===== config.mk =====
export PLATFORM = sky130hd
export DESIGN_NAME = fetch_unit_flat
export DESIGN_NICKNAME = d
export VERILOG_FILES = /design/src/rtl/riscv_pkg.sv /design/src/rtl/fetch_unit_if.sv /design/src/rtl/fetch_unit_next_pc_calc.sv /design/src/rtl/fetch_unit.sv /design/src/flat_wrapper.sv
export SDC_FILE = /design/constraint.sdc
export NUM_CORES = 1
export LEC_CHECK = 0
export CAP_MARGIN = 10
export CELL_PAD_IN_SITES_DETAIL_PLACEMENT = 0
export CELL_PAD_IN_SITES_GLOBAL_PLACEMENT = 2
export CORE_AREA = 8 8 178 180
export DETAILED_ROUTE_END_ITERATION = 10
export DIE_AREA = 0 0 186 188
export PLACE_DENSITY = 0.85
export SLEW_MARGIN = 5
export SYNTH_ARGS = -nofsm -noshare
export SYNTH_HDL_FRONTEND = slang
export SYNTH_HIERARCHICAL = 1
export SYNTH_SLANG_ARGS = --single-unit

===== constraint.sdc =====
create_clock -name clk -period 4.6 [get_ports clk]
set_clock_uncertainty 0.2 [all_clocks]
set_input_delay 1.15 -clock clk [delete_from_list [all_inputs] [get_ports clk]]
set_output_delay 1.15 -clock clk [all_outputs]
set_load 0.005 [all_outputs]

===== src/rtl/riscv_pkg.sv =====
// Shared definitions for the fetch stage: FSM state encoding and reset constants.
// Latency: n/a (types and constants only).
// Backpressure: n/a.
package riscv_pkg;

  typedef enum logic [1:0] {
    IDLE  = 2'd0,
    FETCH = 2'd1,
    EXEC  = 2'd2,
    TRAP  = 2'd3
  } fetch_state_t;

  // addi x0, x0, 0
  localparam logic [31:0] NOP_INSTR        = 32'h0000_0013;
  localparam logic [31:0] DEFAULT_RESET_PC = 32'h0000_0000;

endpackage


===== src/rtl/fetch_unit_if.sv =====
// Bundles the imem handshake, decode-side outputs and execute-side resolution inputs.
// Latency: n/a (wiring only).
// Backpressure: imem_req held until imem_valid; instruction held until retire.
interface fetch_unit_if;
  logic        imem_req;
  logic [31:0] imem_addr;
  logic        imem_valid;
  logic [31:0] imem_rdata;
  logic [31:0] instr;
  logic        instr_valid;
  logic [31:0] pc;
  logic [24:0] imm_field;
  logic [31:0] ext;
  logic [31:0] rs1;
  logic        br_taken;
  logic        jump;
  logic        jalr;
  logic        retire;
  logic        misalign;
  logic [31:0] retired_cnt;

  // Fetch unit side
  modport master (
    output imem_req, imem_addr, instr, instr_valid, pc, imm_field, misalign, retired_cnt,
    input  imem_valid, imem_rdata, ext, rs1, br_taken, jump, jalr, retire
  );

  // Memory / decode / execute side
  modport slave (
    input  imem_req, imem_addr, instr, instr_valid, pc, imm_field, misalign, retired_cnt,
    output imem_valid, imem_rdata, ext, rs1, br_taken, jump, jalr, retire
  );
endinterface


===== src/rtl/fetch_unit_next_pc_calc.sv =====
// Next-PC selection: jalr > jump/branch > sequential, plus 4-byte alignment flag.
// Latency: purely combinational.
// Backpressure: none.
module next_pc_calc (
  input  logic [31:0] pc_i,
  input  logic [31:0] ext_i,
  input  logic [31:0] rs1_i,
  input  logic        jalr_i,
  input  logic        jump_i,
  input  logic        br_taken_i,
  output logic [31:0] target_o,
  output logic        misaligned_o
);

  // Priority-select the target; all sums wrap modulo 2^32.
  always_comb begin
    target_o = pc_i + 32'd4;
    if (jalr_i) begin
      target_o = (rs1_i + ext_i) & ~32'h1;
    end else if (jump_i || br_taken_i) begin
      target_o = pc_i + ext_i;
    end
    // No compressed ISA: any nonzero low bit pair is a fault, including jalr bit1.
    misaligned_o = (target_o[1:0] != 2'b00);
  end

endmodule


===== src/rtl/fetch_unit.sv =====
// Instruction fetch stage: owns PC, fetches via req/valid, holds instr for execute until retire.
// Latency: 1 cycle minimum from imem_req to instr_valid; 2 cycles per instruction minimum.
// Backpressure: imem_req held (address stable) until imem_valid; instr held until retire.
module fetch_unit
  import riscv_pkg::*;
#(
  parameter logic [31:0] RESET_PC = DEFAULT_RESET_PC
) (
  input  logic         clk,
  input  logic         rst_n,
  fetch_unit_if.master bus
);

  fetch_state_t state_q, state_d;
  logic [31:0]  pc_q, pc_d;
  logic [31:0]  instr_q, instr_d;
  logic [31:0]  cnt_q, cnt_d;
  logic         misalign_q, misalign_d;

  logic [31:0]  target;
  logic         target_misaligned;

  // Control inputs are only acted upon in the retire cycle, so they can feed the calc directly.
  next_pc_calc u_next_pc (
    .pc_i         (pc_q),
    .ext_i        (bus.ext),
    .rs1_i        (bus.rs1),
    .jalr_i       (bus.jalr),
    .jump_i       (bus.jump),
    .br_taken_i   (bus.br_taken),
    .target_o     (target),
    .misaligned_o (target_misaligned)
  );

  // State and datapath registers; reset is asynchronous so a mid-fetch reset drops everything at once.
  always_ff @(posedge clk or negedge rst_n) begin
    if (!rst_n) begin
      state_q    <= IDLE;
      pc_q       <= RESET_PC;
      instr_q    <= NOP_INSTR;
      cnt_q      <= 32'd0;
      misalign_q <= 1'b0;
    end else begin
      state_q    <= state_d;
      pc_q       <= pc_d;
      instr_q    <= instr_d;
      cnt_q      <= cnt_d;
      misalign_q <= misalign_d;
    end
  end

  // Next-state logic; inputs that belong to another state are simply never looked at.
  always_comb begin
    state_d    = state_q;
    pc_d       = pc_q;
    instr_d    = instr_q;
    cnt_d      = cnt_q;
    misalign_d = misalign_q;
    case (state_q)
      IDLE:  state_d = FETCH;
      FETCH: begin
        if (bus.imem_valid) begin
          instr_d = bus.imem_rdata;
          state_d = EXEC;
        end
      end
      EXEC: begin
        if (bus.retire) begin
          // A trapping instruction still counts as retired.
          cnt_d = cnt_q + 32'd1;
          if (target_misaligned) begin
            misalign_d = 1'b1;
            state_d    = TRAP;
          end else begin
            pc_d    = target;
            state_d = FETCH;
          end
        end
      end
      TRAP:    state_d = TRAP;
      default: state_d = IDLE;
    endcase
  end

  assign bus.imem_req    = (state_q == FETCH);
  assign bus.imem_addr   = pc_q;
  assign bus.instr_valid = (state_q == EXEC);
  assign bus.instr       = instr_q;
  assign bus.pc          = pc_q;
  assign bus.imm_field   = instr_q[31:7];
  assign bus.misalign    = misalign_q;
  assign bus.retired_cnt = cnt_q;

endmodule


===== src/flat_wrapper.sv =====
// flat-port wrapper written by rule: the top's interface ports become plain ports
module fetch_unit_flat import riscv_pkg::*;
#(
  parameter logic [31:0] RESET_PC = DEFAULT_RESET_PC
)
  (clk, rst_n, bus_imem_req, bus_imem_addr, bus_instr, bus_instr_valid, bus_pc, bus_imm_field, bus_misalign, bus_retired_cnt, bus_imem_valid, bus_imem_rdata, bus_ext, bus_rs1, bus_br_taken, bus_jump, bus_jalr, bus_retire);
  fetch_unit_if bus_i ();
  input  logic clk;
  input  logic rst_n;
  output wire logic [$bits(bus_i.imem_req)-1:0] bus_imem_req;
  output wire logic [$bits(bus_i.imem_addr)-1:0] bus_imem_addr;
  output wire logic [$bits(bus_i.instr)-1:0] bus_instr;
  output wire logic [$bits(bus_i.instr_valid)-1:0] bus_instr_valid;
  output wire logic [$bits(bus_i.pc)-1:0] bus_pc;
  output wire logic [$bits(bus_i.imm_field)-1:0] bus_imm_field;
  output wire logic [$bits(bus_i.misalign)-1:0] bus_misalign;
  output wire logic [$bits(bus_i.retired_cnt)-1:0] bus_retired_cnt;
  input wire logic [$bits(bus_i.imem_valid)-1:0] bus_imem_valid;
  input wire logic [$bits(bus_i.imem_rdata)-1:0] bus_imem_rdata;
  input wire logic [$bits(bus_i.ext)-1:0] bus_ext;
  input wire logic [$bits(bus_i.rs1)-1:0] bus_rs1;
  input wire logic [$bits(bus_i.br_taken)-1:0] bus_br_taken;
  input wire logic [$bits(bus_i.jump)-1:0] bus_jump;
  input wire logic [$bits(bus_i.jalr)-1:0] bus_jalr;
  input wire logic [$bits(bus_i.retire)-1:0] bus_retire;
  assign bus_imem_req = bus_i.imem_req;
  assign bus_imem_addr = bus_i.imem_addr;
  assign bus_instr = bus_i.instr;
  assign bus_instr_valid = bus_i.instr_valid;
  assign bus_pc = bus_i.pc;
  assign bus_imm_field = bus_i.imm_field;
  assign bus_misalign = bus_i.misalign;
  assign bus_retired_cnt = bus_i.retired_cnt;
  assign bus_i.imem_valid = bus_imem_valid;
  assign bus_i.imem_rdata = bus_imem_rdata;
  assign bus_i.ext = bus_ext;
  assign bus_i.rs1 = bus_rs1;
  assign bus_i.br_taken = bus_br_taken;
  assign bus_i.jump = bus_jump;
  assign bus_i.jalr = bus_jalr;
  assign bus_i.retire = bus_retire;
  fetch_unit #(.RESET_PC(RESET_PC)) u_core (.clk(clk), .rst_n(rst_n), .bus(bus_i));
endmodule

# Word-level counts from Yosys, hierarchy flattened
# Cells that the tools add are included.
# word_totals
regBits	99
latch_bits	0
mem_bits_rw	0
mem_bits_ro	0
input_bits	103
out_inout_bits	156
wordCells	29
memories	0
# op_classes
addsub	4
mul	0
div	0
n_lt_le_gt_ge	0
eq_ne	5
shift	0
mux	6
n_bitwise	1
reduce_logical	8
# ops
cell	n
adder 32 bit	2
two-way mux 32 bit	2
adder 32 x 1 -> 32 bit, second input constant	1
adder 32 x 3 -> 32 bit, second input constant	1
one-hot mux 2 bit (4 select lines)	1
two-way mux 2 bit	3
AND reduction 2 bit	3
AND reduction 3 bit	2
equality test 2 bit, second input constant	2
!= test 2 x 1 -> 1 bit, second input constant	2
equality test 2 x 1 -> 1 bit, second input constant	1
logical NOT 2 bit	1
nonzero test 2 bit	1
logical OR 1 bit	1
inverter 1 bit	1

# Logic depth before layout (Yosys ltp)
# depth
ltp_word	7
mapped_depth	12
depth_no_buf	12

# Cells and area by module
# The synthesis kept the hierarchy.
# by_module_without_submodules
mod	n_inst	cells_per_inst	area_per_inst_um2	seq_area_each_um2
next_pc_calc	1	634	4396.7	0.0
fetch_unit	1	327	4386.7	2481.1

# Worst setup path after synthesis
# Ideal clock, no wire load.
# synth_timing
kind	input -> register
startpoint	input port bus_ext[0]
endpoint	register u_core.pc_q[26], in the netlist u_core/bus.imem_addr[26]
setup_time_ns	0.125
arrival_ns	3.584
setup_slack_ns	0.691
path_stages	12
path_buffers	0
path_cell_list	and2_1 fa_1 a21o_1 a221oi_2 nor2b_1 a2bb2oi_2 o21bai_2 a31oi_4 o21ai_1 a221o_1 a211o_1 mux2_2
# synth_rtl
item	line_no	source
start, declared	flat_wrapper.sv:20	input wire logic [$bits(bus_i.ext)-1:0] bus_ext;
adder 32 bit	fetch_unit_next_pc_calc.sv:21	target_o = pc_i + ext_i;
two-way mux 32 bit	fetch_unit_next_pc_calc.sv:20	end else if (jump_i || br_taken_i) begin
two-way mux 32 bit *	fetch_unit_next_pc_calc.sv:18	if (jalr_i) begin
named net u_core.target[26]	fetch_unit.sv:20	logic [31:0] target;
end signal, assigned	fetch_unit.sv:45	pc_q <= pc_d;
end, declared	fetch_unit.sv:15	logic [31:0] pc_q, pc_d;
# The timed path passes the listed nets; every way through them passes the cells marked *.
# A chain may end at the register's enable or synchronous reset.

# Worst setup path in the final report
# Same ends and word-level chain as after synthesis.

==> results.md <==
| Step | Result | Value |
|:---|:---|:---|
| clock network | Clock Tree Buf Depth | 2 |
| worst hold path | Worst hold start | u_core/bus.misalign |
| synthesis | Post-Syn Nets | 1129 |
| place | Detailed Place HPWL | 23890 um |
| timing | Highest clock rate | 0.2267 GHz |
| place | Final weighted congestion in routability-driven placement | 0.8269 |
| floorplanning | Number of rows in the core area | 63 |
| critical path | Critical-path maximum fanout | 4 |
| clock network | H-Tree Depth | 3 |
| synthesis | Post-synth EDFFs | 0 |
| synthesis | Gate count of the mapped netlist | 961 |
| power | Switching portion of total power | 35.65% |
| timing | Slew of the pin with the lowest slew margin | 705.0 ps |
| route | Number of design rule violations left after detail routing | 0 |
| place | Placement Setup Slack | -127.6 ps |
| synthesis | Combined area of all synthesized cells | 8783 um^2 |
| synthesis | Total of flip-flops plus latches after synthesis | 99 |
| grt | Via count of the first global-routing pass | 8093 |
| job | Max Cap Violations | 0 |
| final layout | Final core utilization | 41.26% |
| critical path | R2r worst-path depth | 12 |
| worst hold path | Worst Hold Endpoint | u_core/bus.misalign |
| critical path | Launching point of the worst reg2reg path | u_core/bus.imem_addr[0] |
| clock network | Clock transition at the registers of the reported paths | 80 ps |
| power | Leakage power of the design | 5.246 nW |
| synthesis | Sequential share of the synthesized area | 28.25% |
| final layout | Post-Layout Inst Area | 11970 um^2 |
| synthesis | Mean post-synth cell area | 9.140 um^2 |
| route | Via count | 8022 |
| critical path | CP peak stage delay | 430 ps |
| floorplanning | Boundary Pins | 259 |
| grt | Wire length of the first global-routing pass | 46750 um |
| floorplanning | Initial Utilization | 30.28% |
| synthesis | Area share of the largest cell type after synthesis | 27.35% |
| final layout | Filler instances | 2961 |
| route | Vias per cell | 5.058 |
| worst hold path | Cell depth of the worst hold path | 1 |
| place | Placement-stage cell area | 11650 um^2 |
| floorplanning | Die Footprint | 34970 um^2 |
| clock network | Clk sinks | 99 |
| clock network | Buffer count from post-CTS setup fixing | 0 |
| power | Part of the power in registers | 31.7% |
| power | Overall power | 3.637 mW |
| final layout | Most common cell after layout, fill and taps aside | sky130_fd_sc_hd__clkdlybuf4s50_1 |
| power | PD cells | 303.9 nW/um^2 |
| worst hold path | Min-delay worst type | reg2reg |
| clock network | CTS tree | done |
| power | Clock share of power | 23.2% |
| final layout | Most frequent cells in the layout | 256 x sky130_fd_sc_hd__clkdlybuf4s50_1, 96 x sky130_fd_sc_hd__dfrtp_1, 74 x sky130_fd_sc_hd__a21oi_1 |
| final layout | # nets final | 1359 |
| floorplanning | Overall die width | 186 um |
| clock network | Number of resized instances in the post-cts repair step | 0 |
| synthesis | Post-synth cell types | 85 |
| grt | Initial antenna violation count | 0 |
| final layout | Diode count | 0 |
| clock network | Number of clock buffers inserted by TritonCTS | 9 |
| grt | Largest net degree at the start of global routing | 37 |
| route | 1st-iter DRT viols | 492 |
| critical path | CP Data Arrival Time | 4450 ps |
| critical path | Critical path start-end classification | in2reg |
| critical path | Worst setup SP type | primary input |
| timing | Number of failing hold endpoints at the final stage | 0 |
| clock network | CTS hold repair buffers | 0 |
| grt | Global Route Usage Sum | 16.81% |
| critical path | Crit path capture type | flip-flop |
| synthesis | Main flop type after synthesis | sky130_fd_sc_hd__dfrtp_1 |
| synthesis | Leading area contributor after synthesis | sky130_fd_sc_hd__dfrtp_1 |
| power | Switching power total | 1.297 mW |
| place | Quantity of I/O buffers inserted on ports | 258 |
| critical path | Cell chain of the critical path | clkdlybuf4s50_1 > and2_1 > fa_1 > a21o_1 > a221oi_2 > nor2b_1 > a2bb2oi_2 > o21bai_2 > a31oi_4 > o21ai_1 > a221o_1 > a211o_1 > mux2_2 |
| critical path | Flop-to-flop setup slack | 1140 ps |
| floorplanning | Die Ht | 188 um |
| timing | Setup repair after global routing missed its margin | no |
| grt | Total overflow reported by the global router | 0 |
| critical path | Worst flop-to-flop path endpoint | u_core/bus.imem_addr[24] |
| power | Internal cell power | 2.340 mW |
| clock network | Clk root buf | sky130_fd_sc_hd__clkbuf_16 |
| timing | Max-slew headroom at the worst pin | 52.65% |
| timing | Min Tclk post-route | 4411 ps |
| timing | Total of endpoints with negative setup slack in the final report | 0 |
| status | Status | complete, no violations |
| power | Worst VDD drop | 211.8 uV |
| synthesis | Fraction of synthesis flops using an asynchronous set or reset pin | 100.0% |
| clock network | Skew-Pair Late Insertion Delay | 360 ps |
| route | Total iterations of the first detailed-routing run | 5 |
| critical path | Endpoint required time on the critical path | 4640 ps |
| route | Number of nets with antenna violations after detailed routing | 0 |
| final layout | Fraction of final layout cells sized beyond drive strength 1 | 15.22% |
| timing | Fin crit share | 95.90% |
| final layout | Synth-to-layout area growth | 36.25% |
| route | Routed length per placed instance | 18.88 um |
| route | Post-Route WL | 29950 um |
| timing | Number of pins with negative max-slew slack in the final report | 0 |
| floorplanning | Area of the placeable core | 29010 um^2 |
| timing | Worst Setup Slack, final | 188.6 ps |
| synthesis | Top post-synthesis cells by area | sky130_fd_sc_hd__dfrtp_1 27%, sky130_fd_sc_hd__ha_1 9.0%, sky130_fd_sc_hd__mux2_2 8.2% |
| power | Combinational Power Share | 45.2% |
| critical path | Slowest cell on the critical path | sky130_fd_sc_hd__clkdlybuf4s50_1 |
| synthesis | Yosys synthesis warning count | 6 |
## registers in the layout (all words and copies together) (netlist names)
signal / cells
u_core/bus.imem_addr: 32
u_core/bus.instr: 32
u_core/bus.misalign: 1
u_core/bus.retired_cnt: 32
u_core/state_q: 2
## worst max-delay path, delay by kind of cell
| kind | cells | cell delay, ps |
|---|---|---|
| fa+ha+maj | 1 | 390 |
| buf+inv | 1 | 430 |
| compound gates | 8 | 1870 |
| mux | 1 | 260 |
| simple gates | 2 | 350 |
## cell type report
| type | count | area [um^2] | share of cell area (%) |
|---|---|---|---|
| Multi-Input combinational cell | 761 | 5697 | 47.60 |
| Clock buffer | 9 | 225.2 | 1.882 |
| Inverter | 18 | 67.56 | 0.5646 |
| Tap cell | 390 | 488.0 | 4.077 |
| Timing Repair Buffer | 302 | 2918 | 24.38 |
| Clock inverter | 7 | 91.34 | 0.7632 |
| Sequential cell | 99 | 2481 | 20.73 |
## routing by layer
metal  track usage, %  vias up  routed length, um
met5                0        -                  0
met4            3.390        0                260
met3            2.535       17               1459
met2            28.52      201              14580
met1            22.19     3892              13650
li1                 -     3912                  -
## cells in the mapped netlist (3+ instances only)
| cell type | instances |
|---|---|
| sky130_fd_sc_hd__dfrtp_1 | 96 |
| sky130_fd_sc_hd__a21oi_1 | 74 |
| sky130_fd_sc_hd__nand2_1 | 69 |
| sky130_fd_sc_hd__mux2_2 | 64 |
| sky130_fd_sc_hd__ha_1 | 63 |
| sky130_fd_sc_hd__xnor2_1 | 62 |
| sky130_fd_sc_hd__buf_4 | 57 |
| sky130_fd_sc_hd__nor2_1 | 53 |
| sky130_fd_sc_hd__o21ai_0 | 44 |
| sky130_fd_sc_hd__a21o_1 | 39 |
| sky130_fd_sc_hd__xor2_1 | 39 |
| sky130_fd_sc_hd__nand4_1 | 32 |
| sky130_fd_sc_hd__a211oi_1 | 18 |
| sky130_fd_sc_hd__and3_1 | 18 |
| sky130_fd_sc_hd__inv_1 | 18 |
| sky130_fd_sc_hd__nand3_1 | 18 |
| sky130_fd_sc_hd__clkbuf_1 | 16 |
| sky130_fd_sc_hd__nor2b_1 | 10 |
| sky130_fd_sc_hd__nor3_1 | 10 |
| sky130_fd_sc_hd__buf_2 | 7 |
| sky130_fd_sc_hd__mux2i_1 | 7 |
| sky130_fd_sc_hd__nand2b_1 | 7 |
| sky130_fd_sc_hd__or3_1 | 7 |
| sky130_fd_sc_hd__or2_2 | 6 |
| sky130_fd_sc_hd__a31o_2 | 5 |
| sky130_fd_sc_hd__a31oi_1 | 5 |
| sky130_fd_sc_hd__and2_1 | 5 |
| sky130_fd_sc_hd__and3_2 | 5 |
| sky130_fd_sc_hd__and4_1 | 5 |
| sky130_fd_sc_hd__o21a_1 | 5 |
| sky130_fd_sc_hd__o21ai_1 | 5 |
| sky130_fd_sc_hd__o21bai_1 | 5 |
| sky130_fd_sc_hd__a21oi_2 | 4 |
| sky130_fd_sc_hd__a221o_1 | 4 |
| sky130_fd_sc_hd__nand3b_1 | 4 |
| sky130_fd_sc_hd__o31ai_1 | 4 |
| sky130_fd_sc_hd__a211o_1 | 3 |
| sky130_fd_sc_hd__a21boi_0 | 3 |
| sky130_fd_sc_hd__a311oi_1 | 3 |
| sky130_fd_sc_hd__and4_2 | 3 |
| sky130_fd_sc_hd__dfstp_2 | 3 |
## worst max path at each step
| stage | to | start | cells past startpoint | slack [ps] |
|---|---|---|---|---|
| after floorplan | u_core/bus.imem_addr[26] | bus_ext[0] | 12 | 690 |
| after global placement | u_core/bus.imem_addr[26] | bus_ext[0] | 13 | -50 |
| after detailed placement | u_core/bus.imem_addr[26] | bus_ext[0] | 13 | -130 |
| after CTS | u_core/bus.imem_addr[26] | bus_ext[0] | 13 | 230 |
| after global routing | u_core/bus.imem_addr[27] | bus_ext[1] | 13 | 40 |
| final | u_core/bus.imem_addr[26] | bus_ext[0] | 13 | 190 |
## kinds of logic (layout without fill, tap and decap cells)
kind of cell	Yosys count	in the layout	share of synthesized area, %
AOI/OAI and AO/OA	251	251	19.50
xor gates and xnor gates	101	101	10.07
adders and majority gates	65	65	9.430
buffers and inverters	101	336	6.980
DFF	99	99	28.25
muxes	71	71	9.003
and+or+nand+nor	273	273	16.77
## power groups by stage
stage / Clock (mW) / Combinational [mW] / Sequential (mW)
4_1_cts: 0.876 / 1.66 / 1.16
3_5_place_dp: 0 / 1.64 / 1.17
6_report: 0.842 / 1.64 / 1.15
5_1_grt: 0.902 / 1.80 / 1.18
3_3_place_gp: 0 / 1.64 / 1.17
2_1_floorplan: 0 / 0.969 / 1.13
## through the flow
stage	hold slack, ps	instances	TNS, ps
floorplan	251.0	961	0
global placement	252.9	1570	-93.65
detailed placement	264.4	1570	-503.3
CTS	284.1	1586	0
global route	288.2	1586	0
finish	270.6	1586	0
Note: power is estimated with default switching activity, not from simulation.
